[config.mk]
export PLATFORM = sky130hd
export DESIGN_NAME = car_lane_bank
export DESIGN_NICKNAME = d
export VERILOG_FILES = /design/src/rtl/frogger_pkg.sv /design/src/rtl/car_lane.sv /design/src/rtl/car_lane_bank.sv
export SDC_FILE = /design/constraint.sdc
export NUM_CORES = 1
export LEC_CHECK = 0
export ABC_AREA = 1
export BUFFER_PORTS_ARGS = -buffer_cell sky130_fd_sc_hd__clkbuf_2
export CELL_PAD_IN_SITES_DETAIL_PLACEMENT = 1
export CELL_PAD_IN_SITES_GLOBAL_PLACEMENT = 2
export CORE_UTILIZATION = 30
export CTS_BUF_LIST = sky130_fd_sc_hd__clkbuf_8
export CTS_CLUSTER_DIAMETER = 60
export DETAILED_ROUTE_END_ITERATION = 7
export GPL_ROUTABILITY_DRIVEN = 0
export GPL_TIMING_DRIVEN = 0
export PLACE_DENSITY = 0.89
export SLEW_MARGIN = 10
export SYNTH_ARGS = -nofsm -noshare
export SYNTH_HDL_FRONTEND = slang
export SYNTH_HIERARCHICAL = 1
export SYNTH_SLANG_ARGS = --single-unit
export TNS_END_PERCENT = 20
[constraint.sdc]
create_clock -name clock -period 4.9 [get_ports clock]
set_input_delay 0.49 -clock clock [delete_from_list [all_inputs] [get_ports clock]]
set_output_delay 0.49 -clock clock [all_outputs]
set_load 0.02 [all_outputs]
[src/rtl/frogger_pkg.sv]
// Shared types and default playfield geometry for the Frogger traffic engine
// and the LED display driver.
package frogger_pkg;

  // Direction of travel for one lane of traffic.
  typedef enum logic {
    DIR_DOWN = 1'b0,  // enter at bit WIDTH-1, move toward bit 0
    DIR_UP   = 1'b1   // enter at bit 0, move toward bit WIDTH-1
  } lane_dir_e;

  // Default playfield geometry, shared with the display driver.
  localparam int DEF_WIDTH = 16;
  localparam int DEF_LANES = 4;

  // Cell where new or wrapped cars appear for a given direction.
  function automatic int entry_cell(input lane_dir_e dir, input int width);
    return (dir == DIR_UP) ? 0 : width - 1;
  endfunction

  // Cell a car occupies just before it leaves the lane.
  function automatic int exit_cell(input lane_dir_e dir, input int width);
    return (dir == DIR_UP) ? width - 1 : 0;
  endfunction

endpackage

[src/rtl/car_lane.sv]
// One lane of traffic: speed divider, pending-insertion flag, occupancy shift
// register and a registered step strobe. The post-update occupancy is exported
// so the bank can compute a collision flag aligned with the registered cells.
module car_lane
  import frogger_pkg::*;
#(
  parameter int        WIDTH    = 16,
  parameter int        PERIOD_W = 4,
  parameter lane_dir_e DIR      = DIR_UP
) (
  input  logic                clock,
  input  logic                reset,
  input  logic                tick,
  input  logic                add_car,
  input  logic [PERIOD_W-1:0] period,
  input  logic                wrap,
  output logic [WIDTH-1:0]    cells,
  output logic [WIDTH-1:0]    cells_next,
  output logic                step
);

  localparam int ENTRY = entry_cell(DIR, WIDTH);
  localparam int EXIT  = exit_cell(DIR, WIDTH);

  logic [PERIOD_W-1:0] cnt;
  logic                pending;

  logic                fire;
  logic                pending_eff;
  logic                wrap_in;
  logic                insert;
  logic [WIDTH-1:0]    shifted;

  // Divider decision, gap-rule insertion and next occupancy.
  // ">=" lets a period lowered mid-count fire on the very next tick.
  // A car wrapping into the entry cell takes priority; insertion then waits.
  always_comb begin
    fire        = tick & (cnt >= period);
    pending_eff = pending | add_car;
    wrap_in     = wrap & cells[EXIT];
    insert      = fire & pending_eff & ~cells[ENTRY] & ~wrap_in;
    if (DIR == DIR_UP) begin
      shifted = {cells[WIDTH-2:0], 1'b0};
    end else begin
      shifted = {1'b0, cells[WIDTH-1:1]};
    end
    shifted[ENTRY] = wrap_in | insert;
    cells_next     = fire ? shifted : cells;
  end

  // Lane state update; reset clears occupancy, divider, pending and step.
  always_ff @(posedge clock) begin
    if (reset) begin
      cells   <= '0;
      cnt     <= '0;
      pending <= 1'b0;
      step    <= 1'b0;
    end else begin
      cells   <= cells_next;
      step    <= fire;
      pending <= pending_eff & ~insert;
      if (fire) begin
        cnt <= '0;
      end else if (tick) begin
        cnt <= cnt + 1'b1;
      end
    end
  end

endmodule

[src/rtl/car_lane_bank.sv]
// Multi-lane car traffic engine for the Frogger playfield. Instantiates one
// car_lane per lane and produces a registered frog/car collision flag that is
// aligned with the registered occupancy output.
module car_lane_bank
  import frogger_pkg::*;
#(
  parameter int               WIDTH    = DEF_WIDTH,
  parameter int               LANES    = DEF_LANES,
  parameter logic [LANES-1:0] DIR_MASK = 4'b0101,
  parameter int               PERIOD_W = 4,
  localparam int              LW       = (LANES > 1) ? $clog2(LANES) : 1,
  localparam int              CW       = $clog2(WIDTH)
) (
  input  logic                      clock,
  input  logic                      reset,
  input  logic                      tick,
  input  logic [LANES-1:0]          add_car,
  input  logic [LANES*PERIOD_W-1:0] lane_period,
  input  logic                      wrap,
  input  logic                      frog_valid,
  input  logic [LW-1:0]             frog_lane,
  input  logic [CW-1:0]             frog_col,
  output logic [LANES*WIDTH-1:0]    lanes,
  output logic [LANES-1:0]          step,
  output logic                      hit
);

  logic [LANES*WIDTH-1:0] lanes_next;
  logic                   hit_next;

  for (genvar g = 0; g < LANES; g++) begin : g_lane
    car_lane #(
      .WIDTH    (WIDTH),
      .PERIOD_W (PERIOD_W),
      .DIR      (lane_dir_e'(DIR_MASK[g]))
    ) u_lane (
      .clock      (clock),
      .reset      (reset),
      .tick       (tick),
      .add_car    (add_car[g]),
      .period     (lane_period[g*PERIOD_W +: PERIOD_W]),
      .wrap       (wrap),
      .cells      (lanes[g*WIDTH +: WIDTH]),
      .cells_next (lanes_next[g*WIDTH +: WIDTH]),
      .step       (step[g])
    );
  end

  // Collision against the post-update occupancy; a lane index with no
  // matching lane leaves the flag low.
  always_comb begin
    logic [WIDTH-1:0] row;
    hit_next = 1'b0;
    row      = '0;
    for (int i = 0; i < LANES; i++) begin
      if (frog_lane == LW'(i)) begin
        row      = lanes_next[i*WIDTH +: WIDTH];
        hit_next = frog_valid & row[frog_col];
      end
    end
  end

  // Registered collision flag.
  always_ff @(posedge clock) begin
    if (reset) begin
      hit <= 1'b0;
    end else begin
      hit <= hit_next;
    end
  end

endmodule

* Word level (Yosys, flattened, before mapping) *
Index checks and enable logic that the tools add are counted.

operators by class
  add/sub/neg operators = 4
  $lt $le $gt $ge = 5
  eq/ne operators = 3
  multiplexer cells = 16
  bitwise operators = 48
  reduce and logical (&&, ||, !) cells = 5

operator list
  cell                 count
  $mux 16              4
  $and 1x1->1          28
  $add 4x1->4 const B  4
  $bmux 1 s4           4
  $ge 4x4->1           4
  $not 1->1            12
  $mux 1               8
  $or 1x1->1           8
  $reduce_or 2->1      4
  $lt 4x5->1 const B   1
  $eq 2x2->1 const B   2
  $eq 2x1->1 const B   1
  $logic_not 2->1      1

storage, ports and cells
  bits in registers = 89
  bits of input ports = 31
  output and inout port bits = 69
  word-level logic and storage cells = 98

* Logic depth before layout (Yosys ltp) *
  depth after elaboration = 14
  mapped depth = 22
  depth with buffers taken out = 21

* By module *
The synthesis kept the hierarchy.

by module, submodules not included
  module         times used  cells an instance  area an instance (µm²)  sequential area each (µm²)
  car_lane       4           172                1114.8                  440.4
  car_lane_bank  1           183                870.8                   20.0

* Worst setup path before layout *
No wires, ideal clock.

  path kind = input-to-reg
  start = in lane_period[3]
  end = reg hit
  library setup time = 0.113 ns
  arrival = 2.179 ns
  required time = 4.787 ns
  setup slack = 2.608 ns
  cell stages on the path = 18
  buffers on the path = 1
  cells stage by stage = inv_1 > ha_1 > a21oi_1 > nand3_2 > nand2_2 > buf_6 > nand2_1 > nand2_1 > inv_1 > or2_2 > nand3_1 > nand3_1 > nand2_1 > nand2_1 > nand3_1 > nand3_1 > nand2_1 > nor2_1

on the way
  longest elaborated chain between the ends = 14

ends and longest elaborated chain
  item                              line                 source
  start, declared                   car_lane_bank.sv:18  input logic [LANES*PERIOD_W-1:0] lane_period,
  $ge 4x4->1 (*)                    car_lane.sv:38       fire = tick & (cnt >= period);
  $and 1x1->1 (*)                   car_lane.sv:38
  $and 1x1->1 (3 in series)         car_lane.sv:41       insert = fire & pending_eff & ~cells[ENTRY] & ~wrap_in;
  $or 1x1->1                        car_lane.sv:47       shifted[ENTRY] = wrap_in | insert;
  $mux 16 (*)                       car_lane.sv:48       cells_next = fire ? shifted : cells;
  via lanes_next[0]                 car_lane_bank.sv:28  logic [LANES*WIDTH-1:0] lanes_next;
  $bmux 1 s4 (*)                    car_lane_bank.sv:58  hit_next = frog_valid & row[frog_col];
  $mux 1 (implied by the code) (*)  car_lane_bank.sv:58
  $and 1x1->1 (*)                   car_lane_bank.sv:58
  $mux 1 (*) (4 in series)          car_lane_bank.sv:56  if (frog_lane == LW'(i)) begin
  end signal, assigned              car_lane_bank.sv:68  hit <= hit_next;
  end, declared                     car_lane_bank.sv:25  output logic hit

Mark *: on every way through the listed nets, which the timed path passes. The rest lies on a longest branch. The select of a mux whose other input is x is not followed.
A chain may end at the register's enable or synchronous reset.

* Worst setup path in the final report *
  start = reg g_lane[0].u_lane.cnt[0]
  end = reg hit

on the way
  elaborated cells on any way between the ends = 14

RTL lines
  item                          line                 source
  start, declared               car_lane.sv:25       logic [PERIOD_W-1:0] cnt;
  start signal, assigned        car_lane.sv:65       cnt <= cnt + 1'b1;
  $ge 4x4->1                    car_lane.sv:38
  $and 1x1->1                   car_lane.sv:38
  $mux 16                       car_lane.sv:48
  via lanes_next[8]             car_lane_bank.sv:28
  $bmux 1 s4                    car_lane_bank.sv:58
  $mux 1 (implied by the code)  car_lane_bank.sv:58
  $and 1x1->1                   car_lane_bank.sv:58
  $mux 1 (4 in series)          car_lane_bank.sv:56

The timed path passes the listed nets, and every way through them passes these cells. The select of a mux whose other input is x is not followed.

==> flow_summary.ini <==
[run_status]
outcome = finished, final reports clean

[finish]
multiInputGateArea_um2 = 2476
layout_commonest_cell = nand2_1
drive_gt1_share_pct = 16.06
n_fill_cell = 2369
final_cell_mix = 227 x nand2_1, 209 x inv_1, 109 x nand3_1, 108 x nor2_1, 97 x clkbuf_2
syn2layout_area_growth_pct = 18.94
diodes = 0
final_nets = 1030
seqCellArea_um2 = 1782

[floorplanning]
die_x_um = 135.3
fp.dieArea_um2 = 18300
core_um2 = 17300
row_count = 48
die_h_um = 135.3
start_util_pct = 30.82
ios = 100

[logic_synthesis]
async_flop_share_pct = 0
synth.yosys.warnings = 6
yosysTopAreaCell = dfxtp_1
synth_area_um2 = 5330
yosys.area.top_type_share_pct = 33.43
syn_area_per_cell_um2 = 6.120
synth_xor_area_share_pct = 0.6573
syn-instance-count = 871
synthMuxAreaShare_pct = 0
synth_cell_types = 26
synth_top_family_by_area = simple AND/OR/NAND/NOR gates
ys_top_cells_by_area = dfxtp_1 33%, nand2_1 16%, inv_1 15%, nand3_1 10%, nor2_1 7.6%
synthSimpleGateAreaFrac_pct = 37.54
synth_edf_count = 0
synthAdderAreaFrac_pct = 4.695
ys_seq_elements = 89
ys.flop_type = dfxtp_1
synth_compound_area_share_pct = 3.568
syn_nets = 922
seq_area_frac_synth_pct = 33.43

[critical_path]
cp-endpoint = hit$_SDFF_PP0_
critPathTopFamily = simple AND/OR/NAND/NOR gates
crit_type = flop to flop
crit_path_max_incr_delay_ns = 0.39
cp_common_cell = nand2_1
cp_cell_sequence = inv_1, ha_1, nand4_1, nand3_2, nand2_2, buf_6, nand2_1, nand2_1, inv_1, or2_2, nand3_1, nand3_1, nand2_1, nand2_1, nand3_1, nand3_1, nand2_1, nor2_1
crit_slowest_cell = dfxtp_1
arrival_ns = 2.71
crit_buf_inv = 3
r2r_cells = 18
required_ns = 5.18
critPathLaunch = g_lane[0].u_lane/cnt[0]$_SDFFE_PP0P_
crit_path_start_kind = flop
r2r_start = g_lane[0].u_lane/cnt[0]$_SDFFE_PP0P_
r2r_slack_ns = 2.47
end_kind = flop
worstSetupPathDepth = 18
path_max_fanout = 10
reg2reg_to = hit$_SDFF_PP0_

[clocking]
worstSkewPairLatency_ns = 0.38
h-tree-depth = 3
cts-root-buf = clkbuf_8
cts_resized = 0
cts_sinks = 89
tritoncts = yes
post-cts-setup-buffers = 0
cts_buffers = 9
clkSlewWorstSetupHoldPaths_ns = 0.09
cts_hold_buffers = 0
clockBufferDepth = 2

[power]
internal-power_uw = 1274
ir_worst_vdd_mv = 0.1558
clkPwrFrac_pct = 33.6
power.density_nw_per_um2 = 297.4
p_sw_uw = 611.1
combPwrFrac_pct = 24.2
power_leakage_uw = 0.003784
swShare_pct = 32.42
seq_power_share_pct = 42.2

[sta]
rsz0062_at_grt = no
worst_pin_slew_ns = 0.5707
worst_slack_ns = 2.472
relSlewSlack_pct = 61.95
finalCriticalPeriod_ns = 2.428
fin_setup_tns_ns = 0
hold_viol = 0
fmax_ghz = 0.4119
fin_crit_sh_pct = 49.55
finalMaxSlewViolations = 0
finalClockSkew_ns = 0.007787
finalSetupViolations = 0

[detailed_routing]
vias = 5266
routed_wl_um = 15010
drtIter0Drc = 180
routedWlPerCell_um = 12.41
first_pass_iters = 4
drc = 0
viasPerCell = 4.356
antenna_left = 0

[placement]
place_ws_ns = 2.182
hpwl_um = 11520
numPortBuffers = 97

[global_routing]
grt_max_degree = 21
grt_usage_pct = 17.62
overflow = 0
grt_pass1_wl_um = 25320
antenna_found_initial = 1
grt_pass1_vias = 5144

[min_path]
hold_class = input port to flop

[job]
drv_cap = 0
==> kinds of logic after synthesis <==
group                    Yosys count
XOR/XNOR                           4
AND/OR/NAND/NOR                  474
flip-flops                        89
AO/OA/AOI/OAI                     35
buffers and inverters            249
adder cells (fa/ha/maj)           20
==> worst reg2reg max path: stages (launching register included) <==
cell	delay, ns
dfxtp_1	0.39
inv_1	0.06
ha_1	0.27
nand4_1	0.11
nand3_2	0.20
nand2_2	0.15
buf_6	0.16
nand2_1	0.05
nand2_1	0.11
inv_1	0.05
or2_2	0.26
nand3_1	0.07
nand3_1	0.06
nand2_1	0.08
nand2_1	0.05
nand3_1	0.06
nand3_1	0.06
nand2_1	0.07
nor2_1	0.06
==> per-layer routing <==
layer  wire (um)  share of wire [%]  GRT usage, %
met5          13              0.087             0
met3         561                3.7         3.704
met2        6833                 46         28.80
met1        7424                 49         23.15
met4         172                1.1         5.243
==> cells in the mapped netlist, types with 3 or more instances <==
master and count:
nand2_2 9, o21ai_1 4, nor2_2 3, o211ai_1 6, dfxtp_1 89, or2_2 5
inv_1 209, a21oi_1 19, nor2_1 108, nand3_2 4, nor3_1 4, o21ai_0 6
nand2_1 227, buf_4 7, buf_1 4, xnor2_1 4, nand3_1 109, buf_6 12
ha_1 20, nand4_1 4, clkbuf_1 12
==> worst min path at each step <==
stage,startpoint,endpoint,cells past startpoint
floorplan,g_lane[0].u_lane/cnt[2]$_SDFFE_PP0P_,g_lane[0].u_lane/cnt[2]$_SDFFE_PP0P_,2
global placement,g_lane[0].u_lane/cnt[2]$_SDFFE_PP0P_,g_lane[0].u_lane/cnt[2]$_SDFFE_PP0P_,2
detailed placement,g_lane[2].u_lane/cnt[2]$_SDFFE_PP0P_,g_lane[2].u_lane/cnt[2]$_SDFFE_PP0P_,2
CTS,frog_lane[0],hit$_SDFF_PP0_,4
global route,add_car[1],g_lane[1].u_lane/pending$_SDFF_PP0_,5
finish,frog_lane[0],hit$_SDFF_PP0_,4
==> registers in the layout (all words and copies together), names as in the netlist <==
signal,count
g_lane.u_lane/cnt,16
g_lane.u_lane/pending,4
hit,1
g_lane.u_lane/cells,64
g_lane.u_lane/step,4
==> power groups by stage <==
stage	Combinational (uW)	Clock (uW)	Sequential [uW]
after detailed placement	462	0	815
after floorplan	284	0	852
after CTS	466	657	798
final	456	633	796
after global placement	455	0	814
after global routing	528	687	803
==> area by class of cell <==
| type | instances | share of cell area [%] |
|---|---|---|
| Tap cell | 225 | 4.440 |
| Clock buffer | 10 | 2.171 |
| Multi-Input combinational cell | 533 | 39.06 |
| Timing Repair Buffer | 97 | 7.657 |
| Buffer | 38 | 4.381 |
| Sequential cell | 89 | 28.10 |
| Inverter | 211 | 12.53 |
| Clock inverter | 6 | 1.658 |
==> metrics by stage <==
stage | cells | power (uW) | utilization [%] | area, um^2 | hold WS, ns
6_report | 1209 | 1885 | 36.65 | 6340 | 0.4291
2_1_floorplan | 871 | 1136 | - | 5330 | 0.4566
3_3_place_gp | 1193 | 1269 | 35.25 | 6097 | 0.4786
5_1_grt | 1209 | 2018 | 36.65 | 6340 | 0.4359
4_1_cts | 1209 | 1921 | 36.65 | 6340 | 0.4134
3_5_place_dp | 1193 | 1277 | 35.25 | 6097 | 0.4870
Note: power is estimated with default switching activity, not from simulation.
